==> src/rtl/gnn_0_buf_arb_pkg.sv <==
// Shared definitions for the output-buffer bank read arbiters: default widths,
// tag sizing and the round-robin winner search.
package gnn_0_buf_arb_pkg;

  localparam int BUF_ADDR_WIDTH_DEF = 11;
  localparam int DATA_WIDTH_DEF     = 512;
  localparam int MAX_REQ            = 4;

  // Result of a round-robin search: whether anyone requested, and who won.
  typedef struct packed {
    logic       found;
    logic [1:0] idx;
  } rr_pick_t;

  // Width of a requester tag; a single bit is kept even for one requester.
  function automatic int tag_width(input int n);
    return (n <= 2) ? 1 : $clog2(n);
  endfunction

  // First set bit of valid[0..n-1], searching upward from ptr and wrapping.
  function automatic rr_pick_t rr_search(input logic [MAX_REQ-1:0] valid,
                                         input logic [1:0]         ptr,
                                         input int                 n);
    rr_pick_t   pick;
    logic [1:0] idx;
    pick = '0;
    for (int k = 0; k < MAX_REQ; k++) begin
      idx = 2'((int'(ptr) + k) % n);
      if (k < n && !pick.found && valid[idx]) begin
        pick.found = 1'b1;
        pick.idx   = idx;
      end
    end
    return pick;
  endfunction

endpackage

==> src/rtl/gnn_0_tag_fifo.sv <==
// Small synchronous FIFO holding requester tags of in-flight reads. Push and
// pop may happen in the same cycle; the head entry is visible combinationally.
module gnn_0_tag_fifo #(
  parameter int DEPTH = 8,
  parameter int WIDTH = 1
) (
  input  logic             aclk,
  input  logic             aresetn,
  input  logic             push,
  input  logic [WIDTH-1:0] push_data,
  input  logic             pop,
  output logic [WIDTH-1:0] pop_data,
  output logic             empty,
  output logic             full
);

  localparam int PTR_W = (DEPTH > 1) ? $clog2(DEPTH) : 1;
  localparam int CNT_W = $clog2(DEPTH + 1);

  logic [WIDTH-1:0] mem [DEPTH];
  logic [PTR_W-1:0] wr_ptr;
  logic [PTR_W-1:0] rd_ptr;
  logic [CNT_W-1:0] count;
  logic             do_push;
  logic             do_pop;

  // Pointers wrap modulo DEPTH, so DEPTH need not be a power of two.
  function automatic logic [PTR_W-1:0] ptr_inc(input logic [PTR_W-1:0] p);
    return (p == PTR_W'(DEPTH - 1)) ? '0 : p + 1'b1;
  endfunction

  assign empty    = (count == '0);
  assign full     = (count == CNT_W'(DEPTH));
  assign do_push  = push && !full;
  assign do_pop   = pop && !empty;
  assign pop_data = mem[rd_ptr];

  // Tag storage write.
  // NOTE: storage is deliberately not reset; an entry is only ever read after it has been written.
  always_ff @(posedge aclk) begin
    if (do_push) mem[wr_ptr] <= push_data;
  end

  // Pointer and occupancy tracking; simultaneous push and pop leaves count unchanged.
  // NOTE: sequential state uses non-blocking assignments so every flop sees pre-edge values.
  always_ff @(posedge aclk or negedge aresetn) begin
    if (!aresetn) begin
      wr_ptr <= '0;
      rd_ptr <= '0;
      count  <= '0;
    end else begin
      if (do_push) wr_ptr <= ptr_inc(wr_ptr);
      if (do_pop)  rd_ptr <= ptr_inc(rd_ptr);
      case ({do_push, do_pop})
        2'b10:   count <= count + 1'b1;
        2'b01:   count <= count - 1'b1;
        default: count <= count;
      endcase
    end
  end

endmodule

==> src/rtl/gnn_0_buf_rd_arb.sv <==
// Read-port arbiter for one output-buffer bank. Requesters are granted
// round-robin; a tag FIFO remembers who issued each in-flight read so the
// returned word is strobed back to the right requester.
module gnn_0_buf_rd_arb
  import gnn_0_buf_arb_pkg::*;
#(
  parameter int NUM_REQ        = 2,
  parameter int BUF_ADDR_WIDTH = BUF_ADDR_WIDTH_DEF,
  parameter int DATA_WIDTH     = DATA_WIDTH_DEF,
  parameter int MAX_OUT        = 8
) (
  input  logic                              aclk,
  input  logic                              aresetn,
  input  logic [NUM_REQ-1:0]                req_avalid,
  input  logic [NUM_REQ*BUF_ADDR_WIDTH-1:0] req_addr,
  output logic [NUM_REQ-1:0]                req_ready,
  output logic [NUM_REQ-1:0]                rsp_valid,
  output logic [DATA_WIDTH-1:0]             rsp_data,
  output logic                              bank_avalid,
  output logic [BUF_ADDR_WIDTH-1:0]         bank_addr,
  input  logic                              bank_valid,
  input  logic [DATA_WIDTH-1:0]             bank_data,
  output logic                              err_underflow
);

  localparam int TAG_W = tag_width(NUM_REQ);

  logic [TAG_W-1:0]          rr_ptr;
  logic                      ready_en;
  logic [MAX_REQ-1:0]        avalid_ext;
  logic [1:0]                ptr_ext;
  rr_pick_t                  pick;
  logic [TAG_W-1:0]          win;
  logic                      accept;
  logic [BUF_ADDR_WIDTH-1:0] sel_addr;
  logic                      fifo_full;
  logic                      fifo_empty;
  logic [TAG_W-1:0]          pop_tag;
  logic                      pop;

  // Round-robin winner on this cycle's requests; ready only from registered state.
  // NOTE: every always_comb output gets a default first so no latch is inferred.
  always_comb begin
    avalid_ext                = '0;
    avalid_ext[NUM_REQ-1:0]   = req_avalid;
    ptr_ext                   = '0;
    ptr_ext[TAG_W-1:0]        = rr_ptr;
    pick                      = rr_search(avalid_ext, ptr_ext, NUM_REQ);
    win                       = TAG_W'(pick.idx);
    accept                    = ready_en && !fifo_full && pick.found;
    req_ready                 = '0;
    if (accept) req_ready[win] = 1'b1;
  end

  // Address of the winning requester.
  always_comb begin
    sel_addr = '0;
    for (int i = 0; i < NUM_REQ; i++) begin
      if (win == TAG_W'(i)) sel_addr = req_addr[i*BUF_ADDR_WIDTH +: BUF_ADDR_WIDTH];
    end
  end

  // A return is routed only if a read is actually outstanding.
  assign pop = bank_valid && !fifo_empty;

  gnn_0_tag_fifo #(
    .DEPTH (MAX_OUT),
    .WIDTH (TAG_W)
  ) u_tag_fifo (
    .aclk      (aclk),
    .aresetn   (aresetn),
    .push      (accept),
    .push_data (win),
    .pop       (pop),
    .pop_data  (pop_tag),
    .empty     (fifo_empty),
    .full      (fifo_full)
  );

  // Grant pointer and the one-cycle hold-off of ready after reset release.
  always_ff @(posedge aclk or negedge aresetn) begin
    if (!aresetn) begin
      rr_ptr   <= '0;
      ready_en <= 1'b0;
    end else begin
      ready_en <= 1'b1;
      if (accept) rr_ptr <= (win == TAG_W'(NUM_REQ - 1)) ? '0 : win + 1'b1;
    end
  end

  // Registered bank request; the address holds when nothing is accepted.
  always_ff @(posedge aclk or negedge aresetn) begin
    if (!aresetn) begin
      bank_avalid <= 1'b0;
      bank_addr   <= '0;
    end else begin
      bank_avalid <= accept;
      if (accept) bank_addr <= sel_addr;
    end
  end

  // Registered response routing and sticky underflow detection.
  always_ff @(posedge aclk or negedge aresetn) begin
    if (!aresetn) begin
      rsp_valid     <= '0;
      rsp_data      <= '0;
      err_underflow <= 1'b0;
    end else begin
      rsp_valid <= '0;
      if (pop) begin
        rsp_valid[pop_tag] <= 1'b1;
        rsp_data           <= bank_data;
      end
      if (bank_valid && fifo_empty) err_underflow <= 1'b1;
    end
  end

endmodule

==> config.mk <==
export PLATFORM = sky130hd
export DESIGN_NAME = gnn_0_buf_rd_arb
export DESIGN_NICKNAME = d
export VERILOG_FILES = /design/src/rtl/gnn_0_buf_arb_pkg.sv /design/src/rtl/gnn_0_tag_fifo.sv /design/src/rtl/gnn_0_buf_rd_arb.sv
export SDC_FILE = /design/constraint.sdc
export NUM_CORES = 1
export LEC_CHECK = 0
export CAP_MARGIN = 20
export CORE_AREA = 5 5 411 413
export DETAILED_ROUTE_END_ITERATION = 16
export DIE_AREA = 0 0 416 418
export PLACE_DENSITY = 0.4
export SLEW_MARGIN = 30
export SYNTH_ARGS = -nofsm -noshare
export SYNTH_HDL_FRONTEND = slang
export SYNTH_HIERARCHICAL = 1
export SYNTH_SLANG_ARGS = --single-unit
==> constraint.sdc <==
create_clock -name aclk -period 5.5 [get_ports aclk]
set_clock_uncertainty 0.2 [all_clocks]
set_input_delay 0.55 -clock aclk [delete_from_list [all_inputs] [get_ports aclk]]
set_output_delay 0.55 -clock aclk [all_outputs]
set_load 0.02 [all_outputs]
==> flow_summary.yaml <==
yosys:
  ys_seq_area_share_pct: 60.9
  synth.largest_area_cell: "dfrtp_1"
  synth-edff-count: 8
  netlist.area_leader.share_pct: 59.8
  synth_area_per_cell_um2: 18.3
  ys_seq_elements: 547
  yosys_warnings: 6
  syn_area_um2: 22600
  async_reset_ff_share_pct: 98.5
  syn-num-nets: 1778
  synthCells: 1231
  synthFlopType: "dfrtp_1"
  synth.distinct_cells: 42
  ys_top_cells_by_area: "dfrtp_1, mux2_4, mux2_2"
power:
  p_leak_nw: 15.7
  p_sw_share_pct: 34.0
  power_frac_comb_pct: 40.0
  p_sw_w: 0.00614
  sequentialPowerShare_pct: 33.2
  p_per_area_nw_per_um2: 477
  intPower_w: 0.0119
  vdd_drop_max_mv: 0.291
  power_frac_clock_pct: 26.8
global_route:
  gr-total-overflow: 0
  antenna_found_initial: 37
  grt_start_max_net_pins: 125
  grt_pass1_vias: 16100
  grt_usage_pct: 11.6
  grt_pass1_wl_mm: 142
cts:
  cts-root-buf: "clkbuf_16"
  holdBufCountCts: 1
  clock_latency_ns: 0.65
  cts_tree: "built"
  cts_resized: 0
  clock-sinks: 547
  clockBufferDepth: 3
  h-tree-depth: 3
  clk_pin_slew_ns: 0.06
  cts_buffers: 74
  post_cts_buffers: 0
sta:
  finalHoldViolCount: 0
  setup_slack_ns: 1.45
  slew_headroom_pct: 31.4
  worstMarginPinSlew_ns: 1.03
  tns_ns: 0
  setup_viol: 0
  rsz0062_at_grt: "no"
  period_share_pct: 73.6
  fmax_mhz: 247
  drv_slew: 0
  period_minus_slack_ns: 4.05
outcome:
  status: "finished clean"
worst_setup_path:
  worstPathArrival_ns: 4.37
  cp-end-kind: "flip-flop"
  start_kind: "flip-flop"
  cp.required_ns: 5.82
  path_max_fanout: 14
  setup.worst_path.start: "u_tag_fifo/count[0]"
  rr_startpoint: "u_tag_fifo/count[0]"
  path_class: "reg -> reg"
die:
  fp.dieH_um: 418
  dieWidth_um: 416
  io_pins: 1068
  core_area_um2: 164000
  rows: 149
  initial_utilization_pct: 13.7
  die_area_um2: 174000
finish:
  drive_above_1_share_pct: 27.5
  area_delta_synth_final_pct: 67.5
  fin_nets: 2882
place:
  hpwl_mm: 82.7
  gp_congestion: 0.780
  pre_cts_ws_ns: 0.878
  io_buffers: 1067
route:
  wl_per_cell_um: 22.9
  vias: 14900
  dr.pass1.iters: 4
  drcViolationCount: 0
  routed_wl_mm: 105
  drt_iter0_drc: 546
  via_per_inst: 3.24
  ant_nets: 0
worst_hold_path:
  hold_class: "in -> async"
flow_run:
  max-cap-violations: 0
logic make-up after synthesis:
kind of cell	Yosys count	synth area share, %
DFF	547	60.9
muxes	521	31.9
buffers and inverters	73	4.25
and+or+nand+nor	54	1.39
AOI/OAI and AO/OA	25	1.01
adders and majority gates	8	0.477
xor gates and xnor gates	2	0.0777
other	1	0.0166
cell usage after synthesis (all sizes together), types with 2 or more instances:
cell type    n
mux2       518
nand2       15
ha           7
a21o         3
buf         62
o21ai        2
and2         2
a221o       11
nor2b        2
edfxtp       8
clkbuf       2
inv          9
nor2         4
or4b         2
nand3        3
nor4         2
mux4         2
a21oi        3
nor3b        4
nand2b       4
dfrtp      539
nor3        16
flip-flops by register name, indices dropped and copies added, names as in the netlist:
name / flops
rsp_data: 512
u_tag_fifo/rd_ptr: 3
rr_ptr: 1
bank_avalid: 1
err_underflow: 1
rsp_valid: 2
u_tag_fifo/wr_ptr: 3
bank_addr: 11
u_tag_fifo/count: 4
u_tag_fifo/mem: 8
ready_en: 1
metrics by stage:
step	instances	total power, W	instance area (µm²)	utilization [%]	hold slack (ns)
6_report	4598	0.0180	37800	23.0	0.156
5_1_grt	4590	0.0189	37800	23.0	0.111
4_1_cts	4579	0.0184	37700	22.9	0.201
3_5_place_dp	4445	0.0134	35300	21.5	0.255
3_3_place_gp	4445	0.0134	35300	21.5	0.254
2_1_floorplan	1231	0.00978	22600	-	0.0544
placed cells by master, fill, tap and decap left out, types with 2 or more instances in the layout:
cell / synthesis / routed
inv_1: 9 / 9
mux4_2: 2 / 2
nand2_1: 14 / 14
ha_1: 7 / 7
clkdlybuf4s50_1: 0 / 1066
buf_12: 33 / 6
o21ai_0: 2 / 2
clkinv_1: 0 / 3
nor3_1: 16 / 16
clkinv_2: 0 / 8
clkbuf_8: 0 / 11
clkinv_8: 0 / 3
nand2b_1: 3 / 3
mux2_4: 350 / 350
buf_16: 0 / 2
buf_4: 17 / 16
a21oi_1: 3 / 3
diode_2: 0 / 17
clkbuf_16: 0 / 76
bufinv_16: 0 / 3
a221o_1: 11 / 11
a21o_1: 3 / 3
nor4_1: 2 / 2
nor3b_1: 4 / 4
clkbuf_1: 2 / 24
clkinvlp_4: 0 / 3
mux2_2: 168 / 168
nor2_1: 4 / 4
dfrtp_1: 539 / 539
nand3_1: 3 / 3
and2_1: 2 / 2
edfxtp_1: 8 / 8
power by group through the flow:
stage / Sequential [W] / Combinational, W / Clock [W]
detailed placement: 0.00604 / 0.00734 / 0
global placement: 0.00604 / 0.00735 / 0
finish: 0.00599 / 0.00722 / 0.00483
CTS: 0.00600 / 0.00737 / 0.00508
floorplan: 0.00725 / 0.00253 / 0
global route: 0.00615 / 0.00756 / 0.00519
area by class of cell:
cell class | count | area, µm²
clock inverters | 22 | 241
inverters | 9 | 33.8
fillers | 17500 | 127000
multi-input cells | 611 | 7880
clock buffers | 111 | 2140
well taps | 2189 | 2740
repair buffers | 1092 | 11000
flip-flops and latches | 547 | 13700
diodes | 17 | 42.5
worst max-delay path, cell delays in order (launching register included):
cell	delay (ns)
dfrtp_1	0.48
or4b_4	0.61
inv_1	0.08
nand2b_4	0.21
o21bai_2	0.32
inv_1	0.27
nand2_8	0.16
ha_1	0.32
ha_1	0.34
or4b_2	0.66
o311ai_0	0.13
o211ai_1	0.13
worst paths after layout:
check	end	slack [ns]	depth (start not counted)
hold reg to reg	err_underflow	0.27	1
setup reg to reg	u_tag_fifo/count[3]	1.45	11
max in group asynchronous	rsp_data[367]	3.37	5
min in group aclk	err_underflow	0.27	1
hold / removal	rsp_data[135]	0.16	2
setup / recovery	u_tag_fifo/count[3]	1.45	11
metal layers:
metal,global-route usage [%],part of all wire (%),routed length [µm]
met5,0,0.046,48
met4,3.71,2.3,2460
met3,3.92,6.7,7060
met2,20.5,53,55500
met1,13.1,38,40300
No activity file was read; power rests on OpenSTA's default activity.
